--- config.mk ---
export PLATFORM = sky130hd
export DESIGN_NAME = vending_machine_param
export DESIGN_NICKNAME = d
export VERILOG_FILES = /design/src/rtl/vending_machine_param.sv
export SDC_FILE = /design/constraint.sdc
export NUM_CORES = 1
export LEC_CHECK = 0
export CORE_MARGIN = 4
export CORE_UTILIZATION = 45
export CTS_CLUSTER_SIZE = 40
export DETAILED_ROUTE_END_ITERATION = 12
export GPL_TIMING_DRIVEN = 0
export PLACE_DENSITY = 0.77
export REMOVE_ABC_BUFFERS = 1
export SLEW_MARGIN = 20
export SYNTH_ARGS = -nofsm -noshare
export SYNTH_HDL_FRONTEND = slang
export SYNTH_SLANG_ARGS = --single-unit
--- constraint.sdc ---
create_clock -name clk -period 1.87 [get_ports clk]
set_input_delay 0.187 -clock clk [delete_from_list [all_inputs] [get_ports clk]]
set_output_delay 0.187 -clock clk [all_outputs]
set_load 0.05 [all_outputs]
--- src/rtl/vending_machine_param.sv ---
// Parametrised vending FSM: coin credit, single-product dispense, unit change train, cancel/refund.
// Optional idle-credit timeout in COLLECT is enabled by defining VM_TIMEOUT_EN.
module vending_machine_param #(
  parameter int CREDIT_W    = 4,
  parameter int PRICE       = 3,
  parameter int COIN_A_VAL  = 1,
  parameter int COIN_B_VAL  = 2,
  parameter int TIMEOUT_CYC = 255
) (
  input  logic                clk,
  input  logic                rst_n,
  input  logic                coin_a,
  input  logic                coin_b,
  input  logic                cancel,
  output logic                prod,
  output logic                change,
  output logic                coin_rej,
  output logic                busy,
  output logic [CREDIT_W-1:0] credit
);

  localparam int MAX_COIN  = (COIN_A_VAL > COIN_B_VAL) ? COIN_A_VAL : COIN_B_VAL;
  localparam int MAX_CRED  = (2 ** CREDIT_W) - 1;
  localparam logic [CREDIT_W-1:0] PRICE_V = CREDIT_W'(PRICE);
  localparam logic [CREDIT_W-1:0] A_VAL_V = CREDIT_W'(COIN_A_VAL);
  localparam logic [CREDIT_W-1:0] B_VAL_V = CREDIT_W'(COIN_B_VAL);
  localparam logic [CREDIT_W-1:0] ONE_V   = CREDIT_W'(1);

  if (PRICE < 1 || PRICE > MAX_CRED || COIN_A_VAL < 1 || COIN_B_VAL < 1 ||
      (PRICE - 1 + MAX_COIN) > MAX_CRED) begin : g_param_check
    $fatal(1, "vending_machine_param: illegal PRICE/COIN/CREDIT_W combination");
  end

  typedef enum logic [1:0] {
    S_IDLE    = 2'd0,
    S_COLLECT = 2'd1,
    S_VEND    = 2'd2,
    S_REFUND  = 2'd3
  } state_t;

  state_t              state_r, state_s;
  logic [CREDIT_W-1:0] credit_r, credit_s, coin_val_s, sum_s;
  logic                prod_r, change_r, coin_rej_r, busy_r;
  logic                prod_s, change_s, coin_rej_s, busy_s;
  logic                coin_valid_s, coin_any_s, quit_s, timeout_s;

`ifdef VM_TIMEOUT_EN
  localparam int TO_W = (TIMEOUT_CYC < 2) ? 1 : $clog2(TIMEOUT_CYC + 1);
  logic [TO_W-1:0] to_cnt_r;

  if (TIMEOUT_CYC < 1) begin : g_timeout_check
    $fatal(1, "vending_machine_param: TIMEOUT_CYC must be at least 1");
  end

  // Idle-credit counter: runs only while credit sits in COLLECT with no valid coin.
  always_ff @(posedge clk or negedge rst_n) begin
    if (!rst_n) begin
      to_cnt_r <= '0;
    end else if (state_r == S_COLLECT && state_s == S_COLLECT && !coin_valid_s) begin
      to_cnt_r <= to_cnt_r + TO_W'(1);
    end else begin
      to_cnt_r <= '0;
    end
  end

  assign timeout_s = (state_r == S_COLLECT) && (to_cnt_r == TO_W'(TIMEOUT_CYC));
`else
  assign timeout_s = 1'b0;
`endif

  assign coin_valid_s = coin_a ^ coin_b;
  assign coin_any_s   = coin_a | coin_b;
  assign coin_val_s   = coin_a ? A_VAL_V : B_VAL_V;
  assign sum_s        = credit_r + coin_val_s;
  assign quit_s       = cancel | timeout_s;

  // Next-state, next-credit and next-output decode.
  always_comb begin
    state_s    = state_r;
    credit_s   = credit_r;
    prod_s     = 1'b0;
    change_s   = 1'b0;
    coin_rej_s = 1'b0;
    case (state_r)
      S_IDLE: begin
        if (coin_valid_s) begin
          credit_s = coin_val_s;
          state_s  = (coin_val_s >= PRICE_V) ? S_VEND : S_COLLECT;
        end else begin
          coin_rej_s = coin_a & coin_b;
        end
      end
      S_COLLECT: begin
        if (quit_s) begin
          // Refund covers only the credit already held; a simultaneous coin goes back.
          state_s    = S_REFUND;
          coin_rej_s = coin_any_s;
        end else if (coin_valid_s) begin
          credit_s = sum_s;
          state_s  = (sum_s >= PRICE_V) ? S_VEND : S_COLLECT;
        end else begin
          coin_rej_s = coin_a & coin_b;
        end
      end
      S_VEND: begin
        prod_s     = 1'b1;
        credit_s   = credit_r - PRICE_V;
        state_s    = (credit_r == PRICE_V) ? S_IDLE : S_REFUND;
        coin_rej_s = coin_any_s;
      end
      S_REFUND: begin
        coin_rej_s = coin_any_s;
        if (credit_r == '0) begin
          state_s = S_IDLE;
        end else begin
          change_s = 1'b1;
          credit_s = credit_r - ONE_V;
          state_s  = (credit_r == ONE_V) ? S_IDLE : S_REFUND;
        end
      end
      default: begin
        state_s  = S_IDLE;
        credit_s = '0;
      end
    endcase
    busy_s = (state_s == S_VEND) || (state_s == S_REFUND);
  end

  // State, credit and registered outputs.
  always_ff @(posedge clk or negedge rst_n) begin
    if (!rst_n) begin
      state_r    <= S_IDLE;
      credit_r   <= '0;
      prod_r     <= 1'b0;
      change_r   <= 1'b0;
      coin_rej_r <= 1'b0;
      busy_r     <= 1'b0;
    end else begin
      state_r    <= state_s;
      credit_r   <= credit_s;
      prod_r     <= prod_s;
      change_r   <= change_s;
      coin_rej_r <= coin_rej_s;
      busy_r     <= busy_s;
    end
  end

  assign prod     = prod_r;
  assign change   = change_r;
  assign coin_rej = coin_rej_r;
  assign busy     = busy_r;
  assign credit   = credit_r;

endmodule

==> impl_summary.log, run 1 <==
INFO  metric hold_ws = 0.231 ns
INFO  metric fp.dieW = approximately 48 um
INFO  metric synth.cell_area = 734 um2
INFO  metric relSlewSlack = approximately 65%
INFO  metric clock_sinks = 9
INFO  metric max_cap_violations = 0
INFO  metric io_buffers = 12
INFO  metric synth_enable_flop_cells = 0
INFO  metric clockRootBuffer = clkbuf_4
INFO  metric unrepaired_setup_endpoints_after_global_routing = true
INFO  metric finClkSkew = 0.00130 ns
INFO  metric number_of_standard_cells_after_synthesis = 76
INFO  metric tritoncts = built
INFO  metric grt_first_pass_wirelength = 2870 um
INFO  metric endpoint_kind = flop
INFO  metric failed_checks = setup timing
INFO  metric detail_route.wl_per_cell = ~15 um
INFO  metric total_gr_overflow = 0
INFO  metric netlist.area_leader.share = 30.7%
INFO  metric cts-buffers-inserted = 3
INFO  metric post-dp-hpwl = between 1000 and 1500 um
INFO  metric netlist.top_cell.by_area = dfrtp_1
INFO  metric synth_ff_type = dfrtp_1
INFO  metric ys_top_cells_by_area = dfrtp_1 (31%), ha_1 (14%), nor2b_1 (4.3%)
INFO  metric hold_viol_final = 0
INFO  metric asyncSetResetFlopFracSynth = 100%
INFO  metric final.min_clock_period = 1.94 ns
INFO  metric routabilityCongestion = 0.742
INFO  metric grt.total_usage = 15.5%
INFO  metric route.final.wire_length = 1780 um
INFO  metric synth.ff_latch_count = 9
INFO  metric min-delay-path-class = in2async
INFO  metric critical_path.cell_chain = inv_2 -> ha_4 -> or3b_4 -> o22ai_4 -> mux2_4 -> a211o_1
INFO  metric floorplan.core_area = 0.00152 mm2
INFO  metric remaining_drc_errors = 0
INFO  metric synth_seq_area_share = 30.7%
INFO  metric first_global_vias = 624
INFO  metric setup.worst_path.class = reg2reg
INFO  metric post_drt_via_cell_ratio = roughly 5.7
INFO  metric regArea = 226 um2
INFO  metric fillers = about 120
INFO  metric antenna_cells_inserted = 0
INFO  metric numPlacedInstances = 101
INFO  metric layout_setup_ws = -0.0710 ns
INFO  metric cts.hold.buffers_added = 0
INFO  metric detail_route.first_pass.iterations = 4
INFO  metric crit_path_start_kind = flop
INFO  metric worst_skew_pair.late_latency = 0.26 ns
INFO  metric cts.path.max_buffers = 2
INFO  metric tightestPinTransition = 0.532 ns
INFO  metric worst-endpoint-required = around 2 ns
INFO  metric starting_drc_count_in_detailed_routing = 10
INFO  metric die_area = 0.00234 mm2
INFO  metric achievable-frequency = 515 MHz
INFO  metric area_growth_from_synthesis_to_layout = 45.0%
INFO  metric reg2reg_depth = 6
INFO  metric post_synth.cell_area_avg = between 9 and 10 um2
INFO  metric floorplan.rows = 14
INFO  metric cpPeakStageDelay = between 0.4 and 0.5 ns
INFO  metric worstPathMaxFanout = 5
INFO  metric initial_core_util = 48.2%
INFO  metric setup_viol = 4
INFO  metric area_of_combinational_cells_with_multiple_inputs = 544 um2
INFO  metric initial_antenna_violation_count = 0
INFO  metric post-route-period-util = 104%
INFO  metric arrival = 2.09 ns
INFO  metric ioPinCount = 13
INFO  metric htreeDepth = 1
INFO  metric ys_warn_count = 0
INFO  metric layout.nets = 118
INFO  metric synth.distinct_cells = 35
INFO  metric slowest_stage = dfrtp_2
INFO  metric drv_slew = 0
INFO  metric drive_above_1_share = a little over a third
INFO  metric finish.cell_count_without_fillers = 119
INFO  metric routed-via-count = 680
INFO  metric die_height = 48.4 um
INFO  metric drtAntennaViolNets = 0
INFO  metric grt_start_max_net_pins = 17
INFO  metric clk_transition_reported_paths = 0.06 ns
INFO  metric result_of_the_run = finished, violations left
[through the flow]
| step | setup TNS, ns | area, um2 | worst slack (ns) | utilization, % |
|---|---|---|---|---|
| 2_1_floorplan | -1.52 | 721 | -0.434 | - |
| 3_3_place_gp | -1.92 | 861 | -0.471 | 56.5 |
| 3_5_place_dp | -2.15 | 861 | -0.539 | 56.5 |
| 4_1_cts | -0.198 | 943 | -0.107 | 61.9 |
| 5_1_grt | -0.640 | 1060 | -0.168 | 69.9 |
| 6_report | -0.156 | 1060 | -0.0710 | 69.9 |
[final timing paths]
kind | start | end | slack [ns]
max | credit[0] | credit[3] | -0.07
min | rst_n | credit[3] | 0.23
max reg2reg | credit[0] | credit[3] | -0.07
min reg2reg | credit[0] | credit[0] | 0.66
max in group asynchronous | rst_n | credit[0] | 1.31
min in group clk | coin_a | coin_rej | 0.40
[sequential cells by signal, indices dropped and copies added, names as in the netlist]
signal and flops:
credit 4, busy 1, change 1, coin_rej 1
prod 1, state_r 1
[worst max-delay path, delay by kind of cell, from the launching register on]
kind / cells / cell delay [ns]
AO/OA/AOI/OAI: 2 / 0.45
adder cells (fa/ha/maj): 1 / 0.13
buffers and inverters: 1 / 0.10
flip-flops: 1 / 0.44
multiplexers: 1 / 0.32
AND/OR/NAND/NOR: 1 / 0.38
[cell usage in the layout, fill, tap and decap left out, drive strengths merged, types with 2 or more instances in the layout]
master	n
buf	14
clkdlybuf4s50	9
dfrtp	9
ha	8
o21ai	6
inv	6
nor2b	5
clkbuf	5
nand2	4
a211oi	4
nor2	3
a21oi	3
a21o	2
xor2	2
dlygate4sd2	2
a21boi	2
[synthesized netlist by cell type (all sizes together) (2+ instances only)]
| cell type | n |
|---|---|
| a211oi | 4 |
| a21boi | 2 |
| a21o | 2 |
| a21oi | 3 |
| buf | 2 |
| dfrtp | 9 |
| ha | 8 |
| inv | 6 |
| nand2 | 4 |
| nor2 | 3 |
| nor2b | 5 |
| o21ai | 6 |
| xor2 | 2 |
[cells by family after synthesis]
group           Yosys count  synth area share [%]
compound gates           23                  23.5
simple gates             21                  18.1
fa+ha+maj                10                  17.7
buf+inv                   9                  4.94
flops                     9                  30.7
xor+xnor                  3                  3.58
mux                       1                  1.53
[cell type report]
| class | count | area share (%) |
|---|---|---|
| Inverter | 6 | 2.12 |
| Clock buffer | 4 | 2.47 |
| Timing Repair Buffer | 26 | 21.2 |
| Tap cell | 16 | 1.88 |
| Sequential cell | 9 | 21.3 |
| Multi-Input combinational cell | 58 | 51.1 |
[what timing repair did]
| item | CTS | global route |
|---|---|---|
| resized for setup | 10 | 13 |
| setup endpoints to repair | 6 | 6 |
| buffers inserted | 6 | 8 |
| pin swaps | 4 | 4 |
[routing by layer]
metal / wire length [um] / GRT usage, %
met3: 45 / 1.23
met2: 855 / 24.3
met1: 811 / 19.8
met5: 0 / 0
met4: 72 / 11.1
Power of run 1 is not shown: default switching activity piles up to over one toggle a cycle in this logic, so the estimate is an artifact.
==> run 2, diff against run 1 <==
CORE_UTILIZATION = 54   (was 45)
DONT_BUFFER_PORTS = 1   (was not set)
PLACE_DENSITY = 0.76   (was 0.77)
==> run 2 against run 1 <==
Net effect:
- the flow still finishes with violations (setup timing)
- critical path depth unchanged
- non-clock buffer count decreased by 19
- routed wire length decreased by 6.4%
- fmax decreased by 6.6%
- sequential share of layout area increased by 5.2 points
- critical path type unchanged
- critical endpoint unchanged
==> impl_summary.log, run 2 (synthesis gave the netlist of run 1 again) <==
INFO  metric die_height = 44.9 um (-7.3%)
INFO  metric clock_sinks = 9 (unchanged)
INFO  metric initial_core_util = 57.2% (+9.0 points)
INFO  metric drv_slew = 0 (unchanged)
INFO  metric area_growth_from_synthesis_to_layout = 21.1%
INFO  metric total_gr_overflow = 0 (unchanged)
INFO  metric setup_viol = 5 (+1)
INFO  metric unrepaired_setup_endpoints_after_global_routing = true
INFO  metric fillers = 97 (-16%)
INFO  metric io_buffers = 0 (-12)
INFO  metric pre_cts_slack = -0.607 ns (-0.0689 ns)
INFO  metric layout_commonest_cell = ha_1
INFO  metric route.final.wire_length = 1670 um (-6.4%)
INFO  metric worst-endpoint-required = 2.03 ns (about the same)
INFO  metric slowest_stage = dfrtp_4
INFO  metric setup.worst_path.class = reg2reg
INFO  metric clockRootBuffer = clkbuf_4
INFO  metric routabilityCongestion = 0.769 (+3.7%)
INFO  metric highest_layer = met4
INFO  metric tightestPinTransition = 0.692 ns (+0.160 ns)
INFO  metric detail_route.first_pass.iterations = 7 (+3)
INFO  metric critical_path.cell_chain = inv_4 -> ha_4 -> or3b_4 -> o22ai_4 -> mux2_4 -> a211o_1
INFO  metric cpPeakStageDelay = 0.60 ns (+0.16 ns)
INFO  metric drive_above_1_share = 35.7% (+0.76 points)
INFO  metric failed_checks = setup timing
INFO  metric fin_setup_tns = -0.701 ns (-0.544 ns)
INFO  metric floorplan.core_area = 0.00128 mm2 (-16%)
INFO  metric final.min_clock_period = 2.08 ns (+0.138 ns)
INFO  metric clk_transition_reported_paths = 0.06 ns (about the same)
INFO  metric routed-wl-met2 = 809 um (-5.4%)
INFO  metric cts-buffers-inserted = 3 (unchanged)
INFO  metric hold_viol_final = 0 (unchanged)
INFO  metric tritoncts = built
INFO  metric first_global_vias = 584 (-6.4%)
INFO  metric antenna_cells_inserted = 0 (unchanged)
INFO  metric starting_drc_count_in_detailed_routing = 14 (+4)
INFO  metric arrival = 2.24 ns (+0.15 ns)
INFO  metric drtAntennaViolNets = 0 (unchanged)
INFO  metric cts.path.max_buffers = 2 (unchanged)
INFO  metric finClkSkew = 0.00260 ns (+0.00130 ns)
INFO  metric grt.total_usage = 17.6% (+2.1 points)
INFO  metric grt_start_max_net_pins = 17 (unchanged)
INFO  metric die_area = 0.00201 mm2 (-14%)
INFO  metric ioPinCount = 13 (unchanged)
INFO  metric grt_first_pass_wirelength = 2530 um (-12%)
INFO  metric worstPathMaxFanout = 8 (+3)
INFO  metric layout_setup_ws = -0.209 ns (-0.138 ns)
INFO  metric htreeDepth = 1 (unchanged)
INFO  metric endpoint_kind = flop
INFO  metric routed-via-count = 613 (-9.9%)
INFO  metric min-delay-path-class = in2reg
INFO  metric achievable-frequency = 481 MHz (-6.6%)
INFO  metric route.met3.wl = 87 um (+93%)
INFO  metric initial_antenna_violation_count = 0 (unchanged)
INFO  metric crit_path_start_kind = flop
INFO  metric largest_reg_flops = 4 (unchanged)
INFO  metric post_drt_via_cell_ratio = 6.19 (+8.4%)
INFO  metric hold_ws = 0.135 ns (-0.0960 ns)
INFO  metric max_cap_violations = 0 (unchanged)
INFO  metric worst_skew_pair.late_latency = 0.27 ns (about the same)
INFO  metric post-route-period-util = 111% (+7.4 points)
INFO  metric wl_met1 = 743 um (-8.4%)
INFO  metric floorplan.rows = 13 (-1)
INFO  metric layout.nets = 99 (-16%)
INFO  metric detail_route.wl_per_cell = 16.9 um (+13%)
INFO  metric most_frequent_cells_in_the_layout = ha_1 (6), nor2b_1 (5), dfrtp_1 (5), buf_4 (5)
INFO  metric relSlewSlack = 53.9% (-11 points)
INFO  metric remaining_drc_errors = 0 (unchanged)
INFO  metric post-dp-hpwl = 1030 um (-6.2%)
INFO  metric fp.dieW = 44.9 um (-7.3%)
INFO  metric result_of_the_run = finished, violations left
run 2: cell types whose count changed in the layout (fill, tap and decap cells not counted), moves of 2 or more:
cell / before / now
dfrtp_4: 0 / 2
ha_4: 4 / 2
ha_1: 4 / 6
dlygate4sd2_1: 2 / 0
inv_4: 0 / 2
clkdlybuf4s50_1: 9 / 0
dfrtp_1: 8 / 5
inv_2: 3 / 1
buf_4: 12 / 5
run 2: routing by layer:
layer	up-vias	track usage (%)
met1	291	23.1
li1	296	-
met5	-	0
met3	4	2.79
met4	0	7.02
met2	22	28.9
run 2: timing repair:
action	4_1_cts	5_1_grt
gates resized for setup	20	3
endpoints found under the hold margin	9	0
hold buffers	1	0
pin swaps	1	1
setup buffers	4	2
endpoints found under the setup margin	6	6
run 2: critical path, delay by kind of cell, from the launching register on:
kind	cells	cell delay, ns
adder cells (fa/ha/maj)	1	0.13
AND/OR/NAND/NOR	1	0.39
multiplexers	1	0.32
buffers and inverters	1	0.11
flip-flops	1	0.60
AO/OA/AOI/OAI	2	0.41
run 2: path summary, 6_finish.rpt:
path,startpoint,end,slack [ns],cells after the start
worst max-delay path,credit[0],credit[3],-0.21,6
min in group asynchronous,rst_n,credit[3],0.29,1
worst min register to register,state_r[0],prod,0.78,1
max in group asynchronous,rst_n,credit[0],1.23,1
worst max register to register,credit[0],credit[3],-0.21,6
worst min-delay path,cancel,busy,0.14,2
run 2: per-stage QoR:
stage / util (%) / instance area [um2] / instances
floorplan: - / 721 / 73
global placement: 57.5 / 739 / 88
detailed placement: 57.5 / 739 / 88
CTS: 66.9 / 860 / 97
global route: 69.2 / 890 / 99
finish: 69.2 / 890 / 99
run 2: cell type report:
cell class	instances	area [um2]	area share, %
clock buffer	4	26.3	2.95
inverter	6	27.5	3.09
multi-input combinational	58	523	58.8
sequential	9	235	26.4
tap	15	18.8	2.11
timing repair buffer	7	58.8	6.61
Power of run 2 is left out for the same reason.
==> run 3, diff against run 2 <==
SKIP_LAST_GASP = 1   (was not set)
==> run 3 against run 2 <==
Net effect:
- fmax hardly changed
- the flow still finishes with violations (setup timing)
- critical endpoint unchanged
- clock skew barely moved
- global-route usage decreased by 0.81 points
- critical path type unchanged
- highest routed layer unchanged
- setup slack about the same
- via count down 4.6%
- utilization shrank 1.2 points
- sequential share of layout area is 0.45 points higher
- non-clock buffer count down 1
- worst hold slack better by 0.0083 ns
- first-iteration DRC count down 14%
==> impl_summary.log, run 3 (synthesis gave the netlist of run 1 again) <==
INFO  metric clock_sinks = 9 (unchanged)
INFO  metric drv_slew = 0 (unchanged)
INFO  metric finClkSkew = 0.00309 ns (+0.000492 ns)
INFO  metric pre_cts_slack = -0.607 ns (unchanged)
INFO  metric most_frequent_cells_in_the_layout = ha_1 (6), nor2b_1 (5), dfrtp_1 (5)
INFO  metric use_met1 = 22.6% (-0.44 points)
INFO  metric tightestPinTransition = 0.689 ns (-0.00286 ns)
INFO  metric layout_commonest_cell = ha_1
INFO  metric met2_usage = 26.6% (-2.3 points)
INFO  metric post-route-period-util = 111% (about the same)
INFO  metric crit_path_start_kind = flop
INFO  metric route.final.wire_length = 1580 um (-5.1%)
INFO  metric gr-usage-met3 = 2.79% (unchanged)
INFO  metric area_growth_from_synthesis_to_layout = 19.1%
INFO  metric final.min_clock_period = 2.08 ns (-0.000320 ns)
INFO  metric die_area = 0.00201 mm2 (unchanged)
INFO  metric grt_start_max_net_pins = 17 (unchanged)
INFO  metric worst_skew_pair.late_latency = 0.27 ns (about the same)
INFO  metric drtAntennaViolNets = 0 (unchanged)
INFO  metric unrepaired_setup_endpoints_after_global_routing = true
INFO  metric layout.nets = 98 (-1.0%)
INFO  metric tritoncts = built
INFO  metric fin_setup_tns = -0.597 ns (+0.104 ns)
INFO  metric achievable-frequency = 481 MHz (about the same)
INFO  metric detail_route.wl_per_cell = 16.2 um (-4.2%)
INFO  metric hold_viol_final = 0 (unchanged)
INFO  metric io_buffers = 0 (unchanged)
INFO  metric worstPathMaxFanout = 8 (unchanged)
INFO  metric min-delay-path-class = in2reg
INFO  metric clockRootBuffer = clkbuf_4
INFO  metric htreeDepth = 1 (unchanged)
INFO  metric cts.path.max_buffers = 2 (unchanged)
INFO  metric failed_checks = setup timing
INFO  metric setup_viol = 4 (-1)
INFO  metric max_cap_violations = 0 (unchanged)
INFO  metric starting_drc_count_in_detailed_routing = 12 (-2)
INFO  metric floorplan.rows = 13 (unchanged)
INFO  metric cts-buffers-inserted = 3 (unchanged)
INFO  metric worst-endpoint-required = 2.02 ns (about the same)
INFO  metric finish.cell_count_without_fillers = 98 (-1.0%)
INFO  metric reg2reg_depth = 6 (unchanged)
INFO  metric arrival = 2.23 ns (about the same)
INFO  metric initial_antenna_violation_count = 0 (unchanged)
INFO  metric initial_core_util = 57.2% (unchanged)
INFO  metric result_of_the_run = finished, violations left
INFO  metric busiest_metal_layer_after_global_routing = met2
INFO  metric post_drt_via_cell_ratio = 5.97 (-3.6%)
INFO  metric grt.total_usage = 16.8% (-0.81 points)
INFO  metric die_height = 44.9 um (unchanged)
INFO  metric antenna_cells_inserted = 0 (unchanged)
INFO  metric floorplan.core_area = 0.00128 mm2 (unchanged)
INFO  metric clk_transition_reported_paths = 0.06 ns (about the same)
INFO  metric grt_first_pass_wirelength = 2430 um (-3.8%)
INFO  metric fillers = 101 (+4.1%)
INFO  metric routabilityCongestion = 0.769 (unchanged)
INFO  metric drive_above_1_share = 33.7% (-2.0 points)
INFO  metric fp.dieW = 44.9 um (unchanged)
INFO  metric largest_reg_flops = 4 (unchanged)
INFO  metric ioPinCount = 13 (unchanged)
INFO  metric detail_route.first_pass.iterations = 4 (-3)
INFO  metric layout_setup_ws = -0.209 ns (+0.000320 ns)
INFO  metric post-dp-hpwl = 1030 um (unchanged)
INFO  metric first_global_vias = 563 (-3.6%)
INFO  metric setup.worst_path.class = reg2reg
INFO  metric total_gr_overflow = 0 (unchanged)
INFO  metric relSlewSlack = 54.1% (+0.19 points)
INFO  metric remaining_drc_errors = 0 (unchanged)
INFO  metric endpoint_kind = flop
INFO  metric numPlacedInstances = 88 (unchanged)
INFO  metric number_of_cells_on_the_worst_hold_path = 2 (unchanged)
INFO  metric routed-via-count = 585 (-4.6%)
[run 3: timing repair]
item                       4_1_cts  5_1_grt
buffers inserted                 4        1
hold endpoints to repair         9        0
setup endpoints to repair        6        6
pin swaps                        1        3
resized for setup               18        4
hold buffers                     1        0
[run 3: through the flow]
step,util [%],hold slack [ns],instance area [um2]
after CTS,66.6,0.135,856
final,68.1,0.144,875
after global placement,57.5,-0.108,739
after global routing,68.1,0.161,875
after detailed placement,57.5,-0.108,739
after floorplan,-,-0.109,721
[run 3: final cells by class]
class | count | area (um2) | share of cell area [%]
tap | 15 | 18.8 | 2.15
sequential | 9 | 235 | 26.9
multi-input combinational | 58 | 515 | 58.9
timing repair buffer | 6 | 51.3 | 5.87
inverter | 6 | 27.5 | 3.15
clock buffer | 4 | 26.3 | 3.00
[run 3: worst paths after layout]
kind	to	slack, ns	from
setup / recovery	credit[3]	-0.21	credit[0]
hold / removal	busy	0.14	cancel
setup reg to reg	credit[3]	-0.21	credit[0]
hold reg to reg	credit[0]	0.79	credit[0]
max in group asynchronous	credit[0]	1.22	rst_n
min in group asynchronous	credit[3]	0.30	rst_n
[run 3: worst max-delay path, cell delays in order, from the launching register on]
cell and delay, ns:
dfrtp_4 0.60, inv_4 0.11, ha_4 0.13, or3b_4 0.39
o22ai_4 0.19, mux2_4 0.32, a211o_1 0.22
[run 3: layer usage]
| metal | wire [um] | up-vias |
|---|---|---|
| met2 | 748 | 13 |
| met1 | 764 | 278 |
| met5 | 0 | - |
| met4 | 23 | 0 |
| li1 | - | 292 |
| met3 | 48 | 2 |
Power of run 3 is left out for the same reason.
